### src/rtl/metro_gate_ctrl_pkg.sv
// Shared types and default timing for the station gate cluster.
// State encodings are fixed so gate blocks and checkers agree on the debug view.
package metro_gate_ctrl_pkg;

  typedef enum logic [1:0] {
    ST_LOCKED = 2'd0,
    ST_OPEN   = 2'd1,
    ST_ALARM  = 2'd2
  } gate_state_e;

  localparam int DEF_TIMEOUT_CYCLES = 100;
  localparam int DEF_TIMER_W        = 32;
  localparam int DEF_CREDIT_W       = 3;
  localparam int DEF_PASS_W         = 16;
  localparam int DEF_ALARM_CYCLES   = 50;

endpackage

### src/rtl/metro_gate_ctrl_if.sv
// Fare/sensor/actuator bundle between the validator, passage sensor and gate controller.
// Handshake: valid_pay is a strobe, one fare per high cycle, with no ready; a fare that
// cannot be stored is dropped and reported by a one-cycle pay_reject pulse.
interface metro_gate_ctrl_if #(
  parameter int CREDIT_W = 3,
  parameter int PASS_W   = 16
);
  logic                valid_pay;
  logic                entry_flag;
  logic                unblock;
  logic [CREDIT_W-1:0] credits;
  logic [PASS_W-1:0]   pass_cnt;
  logic                pay_reject;
  logic                timeout_pulse;
  logic                alarm;

  modport master (
    output valid_pay, entry_flag,
    input  unblock, credits, pass_cnt, pay_reject, timeout_pulse, alarm
  );

  modport slave (
    input  valid_pay, entry_flag,
    output unblock, credits, pass_cnt, pay_reject, timeout_pulse, alarm
  );
endinterface

### src/rtl/metro_gate_ctrl_edge_det.sv
// Passage sensor register plus rising-edge detect; shared by the gate blocks.
module metro_edge_det (
  input  logic clk,
  input  logic rst_n,
  input  logic din,
  output logic rise
);
  logic din_q;

  always_ff @(posedge clk or negedge rst_n) begin
    if (!rst_n) din_q <= 1'b0;
    else        din_q <= din;
  end

  assign rise = din & ~din_q;
endmodule

### src/rtl/metro_gate_ctrl.sv
// Turnstile controller: buffers fares as credits, unlocks once per credit, relocks on timeout.
// Optional forced-entry alarm state is built only when METRO_ALARM_EN is defined.
module metro_gate_ctrl
  import metro_gate_ctrl_pkg::*;
#(
  parameter int TIMEOUT_CYCLES = DEF_TIMEOUT_CYCLES,
  parameter int TIMER_W        = DEF_TIMER_W,
  parameter int CREDIT_W       = DEF_CREDIT_W,
  parameter int PASS_W         = DEF_PASS_W,
  parameter int ALARM_CYCLES   = DEF_ALARM_CYCLES
) (
  input  logic              clk,
  input  logic              rst_n,
  metro_gate_ctrl_if.slave  bus,
  output gate_state_e       state_dbg
);

  localparam logic [CREDIT_W-1:0] CREDIT_MAX = {CREDIT_W{1'b1}};
  localparam logic [TIMER_W-1:0]  TO_LAST    = TIMER_W'(TIMEOUT_CYCLES - 1);

  if (TIMEOUT_CYCLES < 2) begin : g_bad_timeout
    $error("TIMEOUT_CYCLES must be at least 2");
  end
  if ((longint'(TIMEOUT_CYCLES) > (longint'(1) << TIMER_W)) ||
      (longint'(ALARM_CYCLES) > (longint'(1) << TIMER_W))) begin : g_bad_timer_w
    $error("TIMER_W too narrow for the configured timeouts");
  end

  gate_state_e         state_q;
  logic [TIMER_W-1:0]  timer_q;
  logic [CREDIT_W-1:0] credits_q;
  logic [PASS_W-1:0]   pass_q;
  logic                unblock_q;
  logic                pay_reject_q;
  logic                timeout_q;

  logic entry_rise;
  logic full;
  logic want_fare;
  logic inc;
  logic dec;
  logic forced;

  metro_edge_det u_edge (
    .clk   (clk),
    .rst_n (rst_n),
    .din   (bus.entry_flag),
    .rise  (entry_rise)
  );

  assign full      = (credits_q == CREDIT_MAX);
  assign inc       = bus.valid_pay & ~full;
  // A payment in the same cycle counts as an available fare even with no stored credit.
  assign want_fare = (credits_q != '0) | bus.valid_pay;

`ifdef METRO_ALARM_EN
  logic                          alarm_q;
  localparam logic [TIMER_W-1:0] AL_LAST = TIMER_W'(ALARM_CYCLES - 1);
  assign forced    = entry_rise;
  assign bus.alarm = alarm_q;
`else
  assign forced    = 1'b0;
  assign bus.alarm = 1'b0;
`endif

  always_comb begin
    dec = 1'b0;
    case (state_q)
      ST_LOCKED: dec = want_fare & ~forced;
      ST_OPEN:   dec = entry_rise & want_fare;
      default:   dec = 1'b0;
    endcase
  end

  always_ff @(posedge clk or negedge rst_n) begin
    if (!rst_n) begin
      state_q      <= ST_LOCKED;
      timer_q      <= '0;
      credits_q    <= '0;
      pass_q       <= '0;
      unblock_q    <= 1'b0;
      pay_reject_q <= 1'b0;
      timeout_q    <= 1'b0;
`ifdef METRO_ALARM_EN
      alarm_q      <= 1'b0;
`endif
    end else begin
      credits_q    <= credits_q + CREDIT_W'(inc) - CREDIT_W'(dec);
      pay_reject_q <= bus.valid_pay & full;
      timeout_q    <= 1'b0;
      case (state_q)
        ST_LOCKED: begin
          timer_q <= '0;
`ifdef METRO_ALARM_EN
          if (entry_rise) begin
            state_q <= ST_ALARM;
            alarm_q <= 1'b1;
          end else if (want_fare) begin
            state_q   <= ST_OPEN;
            unblock_q <= 1'b1;
          end
`else
          if (want_fare) begin
            state_q   <= ST_OPEN;
            unblock_q <= 1'b1;
          end
`endif
        end
        ST_OPEN: begin
          if (entry_rise) begin
            pass_q  <= pass_q + PASS_W'(1);
            timer_q <= '0;
            if (!want_fare) begin
              state_q   <= ST_LOCKED;
              unblock_q <= 1'b0;
            end
          end else if (timer_q == TO_LAST) begin
            // The fare that opened the gate is forfeited.
            state_q   <= ST_LOCKED;
            unblock_q <= 1'b0;
            timer_q   <= '0;
            timeout_q <= 1'b1;
          end else begin
            timer_q <= timer_q + TIMER_W'(1);
          end
        end
`ifdef METRO_ALARM_EN
        ST_ALARM: begin
          if (entry_rise) begin
            timer_q <= '0;
          end else if (timer_q == AL_LAST) begin
            state_q <= ST_LOCKED;
            alarm_q <= 1'b0;
            timer_q <= '0;
          end else begin
            timer_q <= timer_q + TIMER_W'(1);
          end
        end
`endif
        default: begin
          state_q   <= ST_LOCKED;
          unblock_q <= 1'b0;
          timer_q   <= '0;
`ifdef METRO_ALARM_EN
          alarm_q   <= 1'b0;
`endif
        end
      endcase
    end
  end

  assign bus.unblock       = unblock_q;
  assign bus.credits       = credits_q;
  assign bus.pass_cnt      = pass_q;
  assign bus.pay_reject    = pay_reject_q;
  assign bus.timeout_pulse = timeout_q;
  assign state_dbg         = state_q;

endmodule
### src/flat_wrapper.sv
// flat-port wrapper written by rule: the top's interface ports become plain ports
module metro_gate_ctrl_flat import metro_gate_ctrl_pkg::*;
#(
  parameter int TIMEOUT_CYCLES = DEF_TIMEOUT_CYCLES,
  parameter int TIMER_W        = DEF_TIMER_W,
  parameter int CREDIT_W       = DEF_CREDIT_W,
  parameter int PASS_W         = DEF_PASS_W,
  parameter int ALARM_CYCLES   = DEF_ALARM_CYCLES
)
  (clk, rst_n, state_dbg, bus_valid_pay, bus_entry_flag, bus_unblock, bus_credits, bus_pass_cnt, bus_pay_reject, bus_timeout_pulse, bus_alarm);
  metro_gate_ctrl_if #(.CREDIT_W(CREDIT_W), .PASS_W(PASS_W)) bus_i ();
  input  logic clk;
  input  logic rst_n;
  output gate_state_e state_dbg;
  input wire logic [$bits(bus_i.valid_pay)-1:0] bus_valid_pay;
  input wire logic [$bits(bus_i.entry_flag)-1:0] bus_entry_flag;
  output wire logic [$bits(bus_i.unblock)-1:0] bus_unblock;
  output wire logic [$bits(bus_i.credits)-1:0] bus_credits;
  output wire logic [$bits(bus_i.pass_cnt)-1:0] bus_pass_cnt;
  output wire logic [$bits(bus_i.pay_reject)-1:0] bus_pay_reject;
  output wire logic [$bits(bus_i.timeout_pulse)-1:0] bus_timeout_pulse;
  output wire logic [$bits(bus_i.alarm)-1:0] bus_alarm;
  assign bus_i.valid_pay = bus_valid_pay;
  assign bus_i.entry_flag = bus_entry_flag;
  assign bus_unblock = bus_i.unblock;
  assign bus_credits = bus_i.credits;
  assign bus_pass_cnt = bus_i.pass_cnt;
  assign bus_pay_reject = bus_i.pay_reject;
  assign bus_timeout_pulse = bus_i.timeout_pulse;
  assign bus_alarm = bus_i.alarm;
  metro_gate_ctrl #(.TIMEOUT_CYCLES(TIMEOUT_CYCLES), .TIMER_W(TIMER_W), .CREDIT_W(CREDIT_W), .PASS_W(PASS_W), .ALARM_CYCLES(ALARM_CYCLES)) u_core (.clk(clk), .rst_n(rst_n), .bus(bus_i), .state_dbg(state_dbg));
endmodule
### config.mk
export PLATFORM = sky130hd
export DESIGN_NAME = metro_gate_ctrl_flat
export DESIGN_NICKNAME = d
export VERILOG_FILES = /design/src/rtl/metro_gate_ctrl_pkg.sv /design/src/rtl/metro_gate_ctrl_if.sv /design/src/rtl/metro_gate_ctrl_edge_det.sv /design/src/rtl/metro_gate_ctrl.sv /design/src/flat_wrapper.sv
export SDC_FILE = /design/constraint.sdc
export NUM_CORES = 1
export LEC_CHECK = 0
export ABC_AREA = 1
export BUFFER_PORTS_ARGS = -buffer_cell sky130_fd_sc_hd__buf_2
export CAP_MARGIN = 5
export CORE_AREA = 3 3 85 87
export DETAILED_ROUTE_END_ITERATION = 10
export DIE_AREA = 0 0 88 90
export GPL_TIMING_DRIVEN = 0
export PLACE_DENSITY = 0.66
export SLEW_MARGIN = 0
export SYNTH_ARGS = -nofsm -noshare
export SYNTH_HDL_FRONTEND = slang
export SYNTH_SLANG_ARGS = --single-unit
### constraint.sdc
create_clock -name clk -period 2.7 [get_ports clk]
set_input_delay 0.135 -clock clk [delete_from_list [all_inputs] [get_ports clk]]
set_output_delay 0.135 -clock clk [all_outputs]
set_load 0.05 [all_outputs]
==> impl_metrics.csv, run 1 <==
group,metric,value,unit
run_status,status,"finished clean",
die,coreArea,6422,µm²
clock_tree,h-tree-depth,2,
synth,synth_seq_cells,55,
clock_tree,postCtsResizedCells,0,
route,via_per_inst,4.760,
cells_and_area,design_area,3468,µm²
die,start_util,48.65,%
route,drt-initial-drc-count,170,
synth,synth_top_family_by_area,"simple AND/OR/NAND/NOR gates",
placed_design,gp_congestion,0.8855,
timing,rsz0062_at_grt,"no",
placed_design,place_area,3354,µm²
critical_path,crit_path_start_kind,"input pin",
synth,ys_seq_area_share,44.05,%
synth,synth.mux.area_fraction,0,%
pwr,max-vdd-ir-drop,0.6800,mV
route,vias,2580,
timing,max_slew_margin,53.05,%
critical_path,required,2940,ps
cells_and_area,fin_util,54.00,%
route,drc,0,
critical_path,crit_path_max_fanout,3,
timing,worst_slack,376.2,ps
global_routing,grt_pass1_vias,2515,
clock_tree,clkLatencyLatePin,310,ps
critical_path,crit_type,"input pin to register",
clock_tree,cts_root_buffer,"clkbuf_8",
pwr,intPower,0.001300,W
cells_and_area,fillCellCount,617,
synth,synth_fa_ha_area_share,2.243,%
min_path,hold_path.class,"input pin to register",
min_path,min_path_cells,3,
critical_path,crit_slowest_cell,"dlygate4sd3_1",
synth,synth_compound_area_share,1.962,%
cells_and_area,final_cell_mix,"nand2_1 (124), nor2_1 (107), dfrtp_1 (55), inv_1 (46), buf_2 (25)",
route,final_antenna_net_count,0,
timing,worst_slew_pin_slew,704.3,ps
pwr,p_clk_share,21.7,%
timing,clock_skew,6.069,ps
pwr,powerDensity,630.5,nW/µm²
synth,yosys_warnings,0,
clock_tree,post-cts-setup-buffers,0,
die,die_area,7920,µm²
cells_and_area,drive_gt1_share,11.83,%
global_routing,grt_pass1_wl,11.47,mm
timing,fmax,0.4303,GHz
cells_and_area,nets,473,
critical_path,reg2reg_depth,10,
route,drt_wl_total,6.512,mm
die,die_h,90,µm
timing,setup_tns,0,ps
synth,synthXorXnorAreaFrac,7.849,%
cells_and_area,layout_commonest_cell,"nand2_1",
clock_tree,clk_pin_slew,100,ps
die,die_x,88,µm
timing,setup_viol,0,
pwr,power.total,0.002187,W
cells_and_area,area_delta_synth_final,11.01,%
pwr,p_sw_share,40.56,%
die,io-pin-count,29,
synth,synth_simple_gate_area_share,36.80,%
critical_path,worstPathCellList,"dlygate4sd3_1, buf_2, inv_1, nor2_1, nor2_1, or2_2, inv_1, ha_1, inv_1, ha_1, fa_1, xnor2_1, xor2_1",
timing,period_needed,2324,ps
pwr,combPwrFrac,32.3,%
clock_tree,cts_made_buffers,5,
clock_tree,clockBufferDepth,2,
critical_path,r2r_slack,480,ps
global_routing,grt_max_degree,56,
route,wl_per_cell,12.01,µm
timing,min_period_over_period,86.07,%
pwr,leakage,1.690,nW
cells_and_area,num_antenna_cells,0,
die,rows,29,
pwr,seq_power_share,46.0,%
placed_design,io_buffers,26,
clock_tree,cts_tree,"built",
placed_design,place_ws,477.4,ps
route,first_pass_iters,4,
timing,finalHoldViolCount,0,
placed_design,dp_hpwl,4.888,mm
synth,ys_types,24,
global_routing,grt_overflow_total,0,
synth,syn_avg_cell_area,7.300,µm²
timing,drv_slew,0,
critical_path,end_kind,"register",
pwr,switchingPower,0.0008869,W
global_routing,antenna_found_initial,0,
job,drv_cap,0,
critical_path,arrival,2560,ps
global_routing,grtUsageTotal,17.95,%
critical_path,max_stage_delay,540,ps
synth,syn-instance-count,428,
clock_tree,holdBufCountCts,1,
clock_tree,cts.sinks,55,
critical_path,crit_path_frequent_cell,"inv_1",
synth,syn_area,3124,µm²
==> synthesized netlist by cell type (all sizes together) <==
library cell	number	area, µm²
xor2	18	157.7
inv	46	172.7
buf	5	45.04
a21oi	6	30.03
nand2	129	496.7
xnor2	10	87.58
dfrtp	55	1376
nor2	115	466.7
fa	1	20.02
nand3b	2	15.01
ha	4	50.05
nand4	3	18.77
nor3	8	45.04
nor4	1	6.260
nand3	19	95.09
or2	1	6.260
conb	1	3.750
o21ai	4	31.28
==> critical path: cells and delay by family <==
family	cells	cell delay [ps]
buf+inv	5	800
fa+ha+maj	3	830
simple gates	3	480
xor+xnor	2	320
==> cells by family after synthesis <==
| kind of cell | after synthesis |
|---|---|
| other cells | 1 |
| xor+xnor | 28 |
| buf+inv | 51 |
| simple gates | 278 |
| compound gates | 10 |
| fa+ha+maj | 5 |
| flops | 55 |
==> worst paths after layout <==
kind | start | end
max | bus_entry_flag | u_core.bus.credits[2]$_DFF_PN0_
min | bus_valid_pay | u_core.bus.pay_reject$_DFF_PN0_
max reg2reg | u_core.bus.unblock$_DFFE_PN0P_ | u_core.bus.credits[2]$_DFF_PN0_
min reg2reg | u_core.timer_q[0]$_DFF_PN0_ | u_core.timer_q[0]$_DFF_PN0_
max in group asynchronous | rst_n | u_core.timer_q[4]$_DFF_PN0_
min in group asynchronous | rst_n | u_core.timer_q[22]$_DFF_PN0_
==> sequential cells by signal, indices dropped and copies added, names as in the netlist <==
name	flops
u_core.u_edge.din_q	1
u_core.bus.pay_reject	1
u_core.bus.pass_cnt	16
u_core.timer_q	32
u_core.bus.timeout_pulse	1
u_core.bus.unblock	1
u_core.bus.credits	3
==> metrics by stage <==
stage	hold slack, ps	instances
2_1_floorplan	-160.6	429
3_3_place_gp	259.6	532
3_5_place_dp	262.3	532
4_1_cts	39.54	541
5_1_grt	30.90	542
6_report	49.89	542
==> layer usage <==
layer / global-route usage (%) / routed length, µm / share of wire [%] / up-vias
li1: - / - / - / 1370
met1: 25.44 / 3156 / 48 / 1165
met2: 28.64 / 3018 / 46 / 39
met3: 2.834 / 256 / 3.9 / 6
met4: 4.220 / 80 / 1.2 / 0
met5: 0 / 0 / 0 / -
==> power by group through the flow <==
stage               Sequential, W  Combinational (W)  Clock, W
finish                    0.00101           0.000707  0.000474
floorplan                 0.00125           0.000309         0
CTS                       0.00101           0.000716  0.000496
detailed placement        0.00102           0.000716         0
global route              0.00102           0.000780  0.000532
global placement          0.00102           0.000699         0
==> final cells by class <==
class                           count  area, µm²  share of cell area (%)
Multi-Input combinational cell    323       1534                   44.23
Sequential cell                    55       1376                   39.68
Inverter                           46      172.7                   4.978
Timing Repair Buffer               28      152.6                   4.401
Tap cell                           77      96.34                   2.778
Clock buffer                        5      68.82                   1.984
Buffer                              5      45.04                   1.299
Clock inverter                      3      22.52                  0.6493
Note: power is estimated with default switching activity, not from simulation.
==> run 2: changes to the inputs <==
--- a/config.mk
+++ b/config.mk
@@ -12,6 +12,7 @@
 export DETAILED_ROUTE_END_ITERATION = 10
 export DIE_AREA = 0 0 88 90
 export GPL_TIMING_DRIVEN = 0
+export MAX_ROUTING_LAYER = met4
 export PLACE_DENSITY = 0.66
 export SLEW_MARGIN = 0
 export SYNTH_ARGS = -nofsm -noshare
==> run 2 against run 1 <==
  * First-iteration DRC count down 4.1%
  * Flip-flop and latch count unchanged
  * Sequential power about the same
  * Cell count up 0.18%
  * Cell area up 0.50%
  * Non-clock buffer count up 1
  * Clock-buffer cell count unchanged
  * Worst setup slack worse by 4.3 ps
  * Fmax down 0.19%
  * Largest power group unchanged
==> impl_metrics.csv, run 2 (synthesis gave the netlist of run 1 again) <==
group,metric,value,unit
run_status,status,"finished clean",
timing,setup_viol,0,
route,final_antenna_net_count,0,
pwr,max-vdd-ir-drop,0.6810,mV
clock_tree,cts_tree,"built",
clock_tree,clk_pin_slew,100,ps
global_routing,grt_pass1_vias,2518,
timing,drv_slew,0,
global_routing,grt_pass1_wl,11.47,mm
route,drc,0,
pwr,powerDensity,628.4,nW/µm²
pwr,power.total,0.002191,W
global_routing,grtUsageTotal,18.41,%
placed_design,place_area,3354,µm²
cells_and_area,area_delta_synth_final,11.57,%
critical_path,crit_path_start_kind,"input pin",
clock_tree,clkLatencyLatePin,310,ps
die,io-pin-count,29,
clock_tree,h-tree-depth,2,
job,drv_cap,0,
critical_path,crit_path_max_fanout,3,
global_routing,grt_max_degree,56,
timing,min_period_over_period,86.23,%
route,wl_per_cell,12.01,µm
die,coreArea,6422,µm²
critical_path,arrival,2570,ps
global_routing,antenna_found_initial,0,
cells_and_area,design_area,3486,µm²
global_routing,grt_overflow_total,0,
die,die_area,7920,µm²
timing,finalHoldViolCount,0,
die,rows,29,
route,first_pass_iters,4,
clock_tree,cts_made_buffers,5,
cells_and_area,largest_reg_flops,32,
timing,rsz0062_at_grt,"no",
placed_design,gp_congestion,0.9004,
clock_tree,clockBufferDepth,2,
timing,clock_skew,6.768,ps
die,die_x,88,µm
placed_design,dp_hpwl,4.888,mm
placed_design,io_buffers,26,
min_path,min_path_cells,3,
cells_and_area,layout_commonest_cell,"nand2_1",
cells_and_area,num_antenna_cells,0,
pwr,leakage,1.698,nW
cells_and_area,fin_util,54.28,%
route,via_per_inst,4.796,
critical_path,crit_type,"input pin to register",
route,vias,2604,
clock_tree,cts.sinks,55,
timing,setup_tns,0,ps
cells_and_area,final_cell_mix,"nand2_1 (124), nor2_1 (107), dfrtp_1 (55), inv_1 (46), buf_2 (26)",
timing,fmax,0.4295,GHz
cells_and_area,regMostFlops,"u_core.timer_q",
critical_path,reg2reg_depth,10,
critical_path,required,2940,ps
timing,period_needed,2328,ps
min_path,hold_path.class,"input pin to register",
route,drt_wl_total,6.520,mm
die,start_util,48.65,%
route,drt-initial-drc-count,163,
clock_tree,cts_root_buffer,"clkbuf_8",
clock_tree,post-cts-setup-buffers,0,
cells_and_area,drive_gt1_share,12.02,%
critical_path,end_kind,"register",
cells_and_area,nets,474,
die,die_h,90,µm
==> run 2: cell count changes in the layout (fill, tap and decap cells not counted) <==
cell,delta
buf_12,+1
buf_4,-1
buf_2,+1
==> run 2: report_power, final <==
group	internal, W	switching [W]
clock	0.000187	0.000285
sequential	0.000913	0.0000929
combinational	0.000204	0.000509
total	0.00130	0.000887
==> run 2: final cells by class <==
| cell class | count | area (µm²) |
|---|---|---|
| Buffer | 5 | 45.04 |
| Clock buffer | 5 | 68.82 |
| Clock inverter | 3 | 22.52 |
| Fill cell | 612 | 2937 |
| Inverter | 46 | 172.7 |
| Multi-Input combinational cell | 323 | 1534 |
| Sequential cell | 55 | 1376 |
| Tap cell | 77 | 96.34 |
| Timing Repair Buffer | 29 | 170.2 |
==> run 2: routing by layer <==
layer / global-route usage, % / part of all wire [%] / vias up
li1: - / - / 1369
met3: 2.834 / 3.9 / 6
met4: 4.220 / 1.2 / 0
met2: 28.83 / 46 / 48
met5: - / 0 / -
met1: 25.15 / 48 / 1181
==> run 2: worst max-delay path, cell delays in order <==
cell and delay, ps:
dlygate4sd3_1 540, buf_2 130, inv_1 40, nor2_1 50, nor2_1 240, or2_2 190, inv_1 50, ha_1 260
inv_1 40, ha_1 200, fa_1 370, xnor2_1 170, xor2_1 150
==> run 2: final timing paths <==
check | start | endpoint | slack, ps
min | bus_valid_pay | u_core.bus.pay_reject$_DFF_PN0_ | 50
min in group asynchronous | rst_n | u_core.timer_q[29]$_DFF_PN0_ | 270
max in group asynchronous | rst_n | u_core.timer_q[31]$_DFF_PN0_ | 1870
max reg2reg | u_core.bus.unblock$_DFFE_PN0P_ | u_core.bus.credits[2]$_DFF_PN0_ | 470
max | bus_entry_flag | u_core.bus.credits[2]$_DFF_PN0_ | 370
min reg2reg | u_core.timer_q[0]$_DFF_PN0_ | u_core.timer_q[0]$_DFF_PN0_ | 490
==> run 2: metrics by stage <==
| step | std cells | worst slack, ps | hold WS (ps) |
|---|---|---|---|
| after floorplan | 429 | 248.8 | -160.6 |
| after global placement | 532 | 507.3 | 259.6 |
| after detailed placement | 532 | 477.4 | 262.3 |
| after CTS | 541 | 377.0 | 39.54 |
| after global routing | 543 | 202.6 | 30.90 |
| final | 543 | 371.9 | 49.47 |
==> run 2: timing repair <==
item,CTS,global route
gates resized for setup,0,0
endpoints found under the hold margin,1,15
hold buffers,1,1
endpoints found under the setup margin,0,0
==> run 3: changes to the inputs <==
--- a/config.mk
+++ b/config.mk
@@ -13,7 +13,7 @@
 export DIE_AREA = 0 0 88 90
 export GPL_TIMING_DRIVEN = 0
 export MAX_ROUTING_LAYER = met4
-export PLACE_DENSITY = 0.66
+export PLACE_DENSITY_LB_ADDON = 0.12
 export SLEW_MARGIN = 0
 export SYNTH_ARGS = -nofsm -noshare
 export SYNTH_HDL_FRONTEND = slang
==> constraint.sdc (replaced) <==
create_clock -name clk -period 2.75 [get_ports clk]
set_input_delay 0.1375 -clock clk [delete_from_list [all_inputs] [get_ports clk]]
set_output_delay 0.1375 -clock clk [all_outputs]
set_load 0.05 [all_outputs]
==> run 3 against run 2 <==
  * Critical path type unchanged
  * Combinational power decreased by 3%
  * Worst setup slack better by 65 ps
  * Global-route usage increased by 0.061 points
  * First-iteration DRC count increased by 1.8%
  * Total power down 1.9%
  * Highest routed layer unchanged
  * Sequential share of layout area is essentially flat
  * Sequential power barely moved
  * Non-clock buffer count unchanged
  * Via count is 2.1% higher
  * Register-to-register slack improved by 50 ps
  * Cell count stayed put
==> impl_metrics.csv, run 3 (synthesis gave the netlist of run 1 again) <==
group,metric,value,unit
run_status,status,"finished clean",
timing,worst_slack,437.0,ps
clock_tree,cts_made_buffers,5,
placed_design,dpl.cell_count,532,
critical_path,crit_type,"input pin to register",
route,first_pass_iters,5,
timing,fmax,0.4323,GHz
job,drv_cap,0,
critical_path,crit_end,"u_core.bus.credits[2]$_DFF_PN0_",
global_routing,grt_overflow_total,0,
timing,finalHoldViolCount,0,
timing,drv_slew,0,
placed_design,place_ws,543.0,ps
placed_design,gp_congestion,0.8532,
cells_and_area,final_cell_mix,"nand2_1 (124), nor2_1 (107), dfrtp_1 (55), inv_1 (46), buf_2 (26)",
clock_tree,cts.sinks,55,
cells_and_area,nets,474,
global_routing,grtUsageTotal,18.47,%
die,die_h,90,µm
placed_design,io_buffers,26,
clock_tree,postCtsResizedCells,0,
cells_and_area,largest_reg_flops,32,
timing,min_period_over_period,84.11,%
route,via_per_inst,4.897,
route,final_antenna_net_count,0,
clock_tree,clockBufferDepth,2,
critical_path,arrival,2560,ps
critical_path,r2r_slack,520,ps
cells_and_area,fillCellCount,631,
cells_and_area,multiInputGateArea,1534,µm²
route,wl_per_cell,12.15,µm
global_routing,grt_max_degree,56,
timing,setup_viol,0,
timing,rsz0062_at_grt,"no",
global_routing,grt_pass1_vias,2539,
clock_tree,cts_root_buffer,"clkbuf_8",
route,drt-initial-drc-count,166,
cells_and_area,fin_util,54.24,%
global_routing,antenna_found_initial,0,
timing,clock_skew,6.241,ps
clock_tree,h-tree-depth,2,
placed_design,dp_hpwl,4.869,mm
critical_path,crit_path_max_fanout,3,
die,die_x,88,µm
critical_path,r2r-start,"u_core.bus.unblock$_DFFE_PN0P_",
die,coreArea,6422,µm²
critical_path,end_kind,"register",
route,drt_wl_total,6.597,mm
clock_tree,clkLatencyLatePin,310,ps
cells_and_area,area_delta_synth_final,11.49,%
cells_and_area,layout_commonest_cell,"nand2_1",
critical_path,critPathLaunch,"bus_entry_flag",
cells_and_area,register_area,1376,µm²
route,drc,0,
cells_and_area,regMostFlops,"u_core.timer_q",
critical_path,required,2990,ps
global_routing,grt_pass1_wl,11.49,mm
cells_and_area,num_antenna_cells,0,
timing,max_slew_margin,59.76,%
timing,hold_ws,38.46,ps
min_path,hold_path.class,"input pin to register",
pwr,max-vdd-ir-drop,0.7300,mV
route,vias,2659,
die,rows,29,
pwr,powerDensity,616.9,nW/µm²
pwr,leakage,1.691,nW
critical_path,crit_path_start_kind,"input pin",
timing,worst_slew_pin_slew,603.5,ps
timing,setup_tns,0,ps
clock_tree,cts_tree,"built",
cells_and_area,drive_gt1_share,11.80,%
die,start_util,48.65,%
die,die_area,7920,µm²
cells_and_area,stdcell_count,543,
clock_tree,clk_pin_slew,100,ps
die,io-pin-count,29,
timing,period_needed,2313,ps
critical_path,reg2reg_depth,10,
critical_path,r2r-end,"u_core.bus.credits[2]$_DFF_PN0_",
-- run 3: cell count changes in the layout (fill, tap and decap cells not counted) --
cell        before  now
clkbuf_1         0    1
clkinv_4         1    0
clkinvlp_4       0    1
clkinv_2         1    0
-- run 3: stage by stage --
stage               area (µm²)  power (W)
global placement          3354   0.001690
CTS                       3453   0.002170
floorplan                 3128   0.001531
finish                    3483   0.002149
global route              3483   0.002276
detailed placement        3354   0.001699
-- run 3: what timing repair did --
item / in CTS / in global routing
setup buffers: 0 / 0
hold buffers: 1 / 1
endpoints found under the hold margin: 1 / 24
-- run 3: routing by layer --
| layer | vias to the layer above | GRT usage (%) | part of all wire, % |
|---|---|---|---|
| met1 | 1232 | 25.64 | 51 |
| met3 | 10 | 3.291 | 3.3 |
| li1 | 1366 | - | - |
| met5 | - | - | 0 |
| met2 | 51 | 27.45 | 45 |
| met4 | 0 | 5.627 | 1.6 |
-- run 3: power by group --
part	leakage, nW	total [W]	switching (W)	internal [W]
clock network	0.0418	0.000467	0.000283	0.000184
logic	0.910	0.000693	0.000495	0.000197
registers	0.740	0.000989	0.0000926	0.000896
-- run 3: cell type report --
class | count | share of cell area [%]
clock buffer | 6 | 2.083
clock inverter | 2 | 0.4670
inverter | 46 | 4.957
sequential | 55 | 39.51
timing repair buffer | 29 | 4.885
buffer | 5 | 1.293
tap | 77 | 2.766
multi-input combinational | 323 | 44.04
-- run 3: worst min-delay path by stage --
stage	start	end	slack (ps)	cells past startpoint
6_report	bus_valid_pay	u_core.bus.pay_reject$_DFF_PN0_	40	3
5_1_grt	bus_valid_pay	u_core.bus.pay_reject$_DFF_PN0_	50	3
4_1_cts	bus_valid_pay	u_core.bus.pay_reject$_DFF_PN0_	30	3
3_5_place_dp	bus_entry_flag	u_core.u_edge.din_q$_DFF_PN0_	270	1
3_3_place_gp	bus_entry_flag	u_core.u_edge.din_q$_DFF_PN0_	260	1
2_1_floorplan	rst_n	u_core.bus.credits[0]$_DFF_PN0_	-160	0
-- run 3: critical path, stage by stage --
cell           delay, ps
dlygate4sd3_1        530
buf_2                130
inv_1                 40
nor2_1                50
nor2_1               230
or2_2                190
inv_1                 40
ha_1                 250
inv_1                 40
ha_1                 200
fa_1                 380
xnor2_1              180
xor2_1               170
